--- src/rtl/aes_block_packer.sv ---
// aes_block_packer: packs 32-bit source beats into 128-bit AES state blocks
// and delivers them to the cipher core, counting blocks against a job length.
// Optional build macro: AES_PACKER_BYTESWAP_EN (byte-reverse each beat before storing).
module aes_block_packer #(
  parameter int unsigned N_BLOCKS_W = 16
) (
  input  logic                  clk_i,
  input  logic                  rst_ni,
  input  logic                  clear_i,
  input  logic                  start_i,
  input  logic [N_BLOCKS_W-1:0] n_blocks_i,
  input  logic                  in_valid_i,
  output logic                  in_ready_o,
  input  logic [31:0]           in_data_i,
  output logic                  out_valid_o,
  input  logic                  out_ready_i,
  output logic [127:0]          out_data_o,
  output logic                  busy_o,
  output logic                  done_o,
  output logic [N_BLOCKS_W-1:0] blk_cnt_o
);

  typedef enum logic [1:0] {
    IDLE = 2'd0,
    FILL = 2'd1,
    HOLD = 2'd2,
    DONE = 2'd3
  } state_e;

  state_e                state_q, state_d;
  logic [1:0]            word_q, word_d;
  logic [N_BLOCKS_W-1:0] len_q, len_d;
  logic [N_BLOCKS_W-1:0] cnt_q, cnt_d;
  logic [N_BLOCKS_W-1:0] cnt_inc;
  logic [127:0]          data_q, data_d;
  logic                  busy_q, busy_d;
  logic [31:0]           beat_word;

`ifdef AES_PACKER_BYTESWAP_EN
  // Little-endian memory images: the lowest byte of the beat becomes the slot MSB.
  assign beat_word = {in_data_i[7:0], in_data_i[15:8], in_data_i[23:16], in_data_i[31:24]};
`else
  assign beat_word = in_data_i;
`endif

  assign cnt_inc = cnt_q + N_BLOCKS_W'(1);

  // Next-state, slot write and block counting.
  always_comb begin
    state_d = state_q;
    word_d  = word_q;
    len_d   = len_q;
    cnt_d   = cnt_q;
    data_d  = data_q;
    case (state_q)
      IDLE: begin
        if (start_i) begin
          if (n_blocks_i != '0) begin
            len_d   = n_blocks_i;
            cnt_d   = '0;
            word_d  = '0;
            state_d = FILL;
          end else begin
            state_d = DONE;
          end
        end
      end
      FILL: begin
        if (in_valid_i) begin
          // Slot 0 is the FIPS-197 column 0, i.e. the top 32 bits.
          case (word_q)
            2'd0:    data_d[127:96] = beat_word;
            2'd1:    data_d[95:64]  = beat_word;
            2'd2:    data_d[63:32]  = beat_word;
            default: data_d[31:0]   = beat_word;
          endcase
          word_d = word_q + 2'd1;
          if (word_q == 2'd3) begin
            state_d = HOLD;
          end
        end
      end
      HOLD: begin
        if (out_ready_i) begin
          cnt_d  = cnt_inc;
          word_d = '0;
          if (cnt_inc == len_q) begin
            state_d = DONE;
          end else begin
            state_d = FILL;
          end
        end
      end
      DONE: begin
        state_d = IDLE;
      end
      default: begin
        state_d = IDLE;
      end
    endcase
  end

  // busy is registered from the next state so it rises the cycle after start and drops in DONE.
  always_comb begin
    busy_d = (state_d == FILL) || (state_d == HOLD);
  end

  // State register with synchronous clear taking priority over all other inputs.
  always_ff @(posedge clk_i or negedge rst_ni) begin
    if (!rst_ni) begin
      state_q <= IDLE;
      word_q  <= '0;
      len_q   <= '0;
      cnt_q   <= '0;
      data_q  <= '0;
      busy_q  <= 1'b0;
    end else if (clear_i) begin
      state_q <= IDLE;
      word_q  <= '0;
      len_q   <= '0;
      cnt_q   <= '0;
      data_q  <= '0;
      busy_q  <= 1'b0;
    end else begin
      state_q <= state_d;
      word_q  <= word_d;
      len_q   <= len_d;
      cnt_q   <= cnt_d;
      data_q  <= data_d;
      busy_q  <= busy_d;
    end
  end

  // Handshake and status outputs decoded from the registered state.
  always_comb begin
    in_ready_o  = (state_q == FILL);
    out_valid_o = (state_q == HOLD);
    done_o      = (state_q == DONE);
    busy_o      = busy_q;
    out_data_o  = data_q;
    blk_cnt_o   = cnt_q;
  end

endmodule

--- config.mk ---
export PLATFORM = sky130hd
export DESIGN_NAME = aes_block_packer
export DESIGN_NICKNAME = d
export VERILOG_FILES = /design/src/rtl/aes_block_packer.sv
export SDC_FILE = /design/constraint.sdc
export NUM_CORES = 1
export LEC_CHECK = 0
export BUFFER_PORTS_ARGS = -buffer_cell sky130_fd_sc_hd__buf_2
export CORE_UTILIZATION = 53
export DETAILED_ROUTE_END_ITERATION = 6
export PLACE_DENSITY = 0.81
export SKIP_CTS_REPAIR_TIMING = 1
export SLEW_MARGIN = 20
export SYNTH_ARGS = -nofsm -noshare
export SYNTH_HDL_FRONTEND = slang
export SYNTH_SLANG_ARGS = --single-unit
--- constraint.sdc ---
create_clock -name clk_i -period 2.8 [get_ports clk_i]
set_clock_uncertainty 0.15 [all_clocks]
set_input_delay 0.28 -clock clk_i [delete_from_list [all_inputs] [get_ports clk_i]]
set_output_delay 0.28 -clock clk_i [all_outputs]
set_load 0.01 [all_outputs]
==> metrics.log <==
INFO  metric run_status = finished with violations
INFO  metric failed_checks = hold timing
INFO  metric ys_warn_count = 0
INFO  metric initial_core_util = 0.552
INFO  metric critPathArrivalTime = 2.75 ns
INFO  metric route.final.wire_length = 22800 µm
INFO  metric dpl.hpwl = 14800 µm
INFO  metric clock_path_buffers = 2
INFO  metric stdcell_count = 1275
INFO  metric synth_area_leaders = dfrtp_1 56%, nand2_1 15%, a21oi_1 10%
INFO  metric cts_htree_levels = 4
INFO  metric ant_nets = 0
INFO  metric hold_viol = 9
INFO  metric die_x = 120 µm
INFO  metric worst_slew_pin_slew = 0.951 ns
INFO  metric grt_start_max_net_pins = 76
INFO  metric number_of_global_route_vias_before_repair = 6819
INFO  metric floorplan.die_area = 14500 µm²
INFO  metric clock_power_share = 0.449
INFO  metric maxCapViolCount = 0
INFO  metric placedCellCount = 1203
INFO  metric slew_headroom = 0.363
INFO  metric core_area = 13500 µm²
INFO  metric worstHoldStart = in_data_i[4]
INFO  metric final.period_utilization = 0.935
INFO  metric grt_pass1_wl = 34800 µm
INFO  metric intPower = 3.93 mW
INFO  metric setup_total_negative_slack = 0 ns
INFO  metric io_buffer_count = 201
INFO  metric timing.hold.ws = -0.0124 ns
INFO  metric seq_power_share = 0.470
INFO  metric worst-path-max-fanout = 7
INFO  metric power = 5.21 mW
INFO  metric number_of_antenna_violations_at_the_first_check_in_global_routing = 0
INFO  metric drive_above_1_share = 0.246
INFO  metric drc = 0
INFO  metric clock.fmax = 382 MHz
INFO  metric period_needed = 2.62 ns
INFO  metric cts_made_buffers = 17
INFO  metric areaGrowthSynthToFinish = 30.8%
INFO  metric top_level_ports = 202
INFO  metric first_iter_violations = 658
INFO  metric setup-violations-final = 0
INFO  metric sw_frac_of_total = 0.246
INFO  metric finish.utilization = 0.722
INFO  metric final-max-slew-violation-count = 0
INFO  metric vdd_ir_drop_max = 0.500 mV
INFO  metric synth_nets = 918
INFO  metric worst_skew_pair.late_latency = 0.42 ns
INFO  metric clkSlewWorstSetupHoldPaths = 0.06 ns
INFO  metric tritoncts = yes
INFO  metric yosys.area.top_type = dfrtp_1
INFO  metric postSynthAreaPerCell = 8.65 µm²
INFO  metric chipHeight = 120 µm
INFO  metric timing.critical_path.required = 2.93 ns
INFO  metric vias = 7313
INFO  metric fp-row-count = 42
INFO  metric p_leak = 4.69 nW
INFO  metric ys_types = 44
INFO  metric worst_setup_path_end_kind = flip-flop
INFO  metric power_density = 536 nW/µm²
INFO  metric timing_worst_setup_path_type = flip-flop to flip-flop
INFO  metric place.gp.congestion = 0.902
INFO  metric synth_top_area_share = 0.556
INFO  metric number_of_flops_mapped_to_enable_cells_by_yosys = 0
INFO  metric post_drt_via_cell_ratio = 5.74
INFO  metric firstDrtPassIters = 6
INFO  metric synth-async-reset-ratio = 1.00
INFO  metric netlist_area = 7430 µm²
INFO  metric clk_root_buffer_cell = clkbuf_16
INFO  metric numnets_final = 1146
INFO  metric grt-ovfl-total = 0
INFO  metric start_kind = flip-flop
INFO  metric switching_power = 1.28 mW
INFO  metric min_path_type = input port to flip-flop
INFO  metric reg2reg_from = blk_cnt_o[1]$_DFFE_PN0P_
INFO  metric antenna-diode-count = 0
INFO  metric yosys_most_used_dff = dfrtp_1
INFO  metric synth_seq_area_share = 0.556
INFO  metric post-synth-top-count-cell = nand2_1
INFO  metric avgRoutedWirePerCell = 17.9 µm
INFO  metric synthCells = 859
INFO  metric combPwrFrac = 0.081
INFO  metric cp-startpoint = blk_cnt_o[1]$_DFFE_PN0P_
INFO  metric tritoncts_num_sinks = 165
INFO  metric postSynthRegisterBits = 165
INFO  metric synth_top_cells_by_count = 297 x nand2_1, 165 x dfrtp_1, 155 x a21oi_1
INFO  metric globalRouteTotalUtil = 0.309
INFO  metric grt_setup_unrepaired = false
[state kept, by name, summed over array words and instances (netlist names)]
register and cells:
blk_cnt_o 16, busy_o 1, len_q 16, out_data_o 128, state_q 2, word_q 2
[layout by cell type, fill, tap and decap left out, types with 3 or more instances in the layout]
cell type / count
nand2_1: 297
buf_2: 199
dfrtp_1: 165
a21oi_1: 155
dlygate4sd3_1: 41
o21ai_0: 34
buf_4: 26
nor2_1: 21
clkbuf_16: 17
xnor2_1: 13
nand3_1: 11
and3_1: 9
o21ai_1: 9
nor2b_1: 7
buf_12: 6
inv_1: 5
xor2_1: 5
or4_1: 5
nor4_1: 5
ha_1: 5
and2_1: 4
nand4_1: 4
o31ai_1: 4
a31oi_1: 3
nand2b_1: 3
o41ai_1: 3
clkinvlp_4: 3
[final timing paths]
path	to	slack (ns)	cells past startpoint
min in group asynchronous	out_data_o[26]$_DFFE_PN0P_	0.29	2
max	busy_o$_DFF_PN0_	0.18	7
min	out_data_o[68]$_DFFE_PN0P_	-0.01	3
max reg2reg	busy_o$_DFF_PN0_	0.18	7
min reg2reg	out_data_o[42]$_DFFE_PN0P_	0.37	2
max in group asynchronous	out_data_o[8]$_DFFE_PN0P_	1.51	3
[power groups by stage]
| stage | clock (mW) | combinational, mW | sequential [mW] |
|---|---|---|---|
| 2_1_floorplan | 0 | 0.159 | 2.50 |
| 3_5_place_dp | 0 | 0.369 | 2.49 |
| 4_1_cts | 2.36 | 0.371 | 2.45 |
| 6_report | 2.34 | 0.420 | 2.45 |
| 5_1_grt | 2.47 | 0.462 | 2.45 |
| 3_3_place_gp | 0 | 0.366 | 2.49 |
[per-layer routing]
| layer | wire length, µm | GRT usage | share of wire |
|---|---|---|---|
| met3 | 1860 | 0.0722 | 0.081 |
| met1 | 9150 | 0.425 | 0.40 |
| met2 | 11100 | 0.489 | 0.49 |
| met4 | 620 | 0.0972 | 0.027 |
| met5 | 0 | 0 | 0 |
[worst max-delay path, stage by stage (launching register included)]
cell       delay [ns]
dfrtp_1          0.47
ha_1             0.28
nand3_1          0.21
nor4_1           0.52
xnor2_1          0.18
o2111ai_1        0.12
nor4_1           0.43
o21ai_0          0.13
[cell families (layout without fill, tap and decap cells)]
group | Yosys count | count (layout) | share of synthesized area
adder cells (fa/ha/maj) | 5 | 5 | 0.00842
XOR/XNOR | 18 | 18 | 0.0212
buffers and inverters | 69 | 309 | 0.0370
AO/OA/AOI/OAI | 224 | 224 | 0.164
AND/OR/NAND/NOR | 378 | 378 | 0.214
flip-flops | 165 | 165 | 0.556
[stage by stage]
step / area, µm² / setup slack, ns
finish: 9720 / 0.182
CTS: 9310 / 0.238
global placement: 8720 / 0.382
detailed placement: 8720 / 0.261
global route: 9720 / 0.0659
floorplan: 7430 / 0.433
[final cells by class]
cell class	count	area (µm²)
Sequential cell	165	4130
Tap cell	176	220
Fill cell	1038	3730
Clock inverter	13	150
Clock buffer	18	439
Multi-Input combinational cell	625	3030
Timing Repair Buffer	273	1730
Inverter	5	18.8
Power figures use the tool's default switching activity.
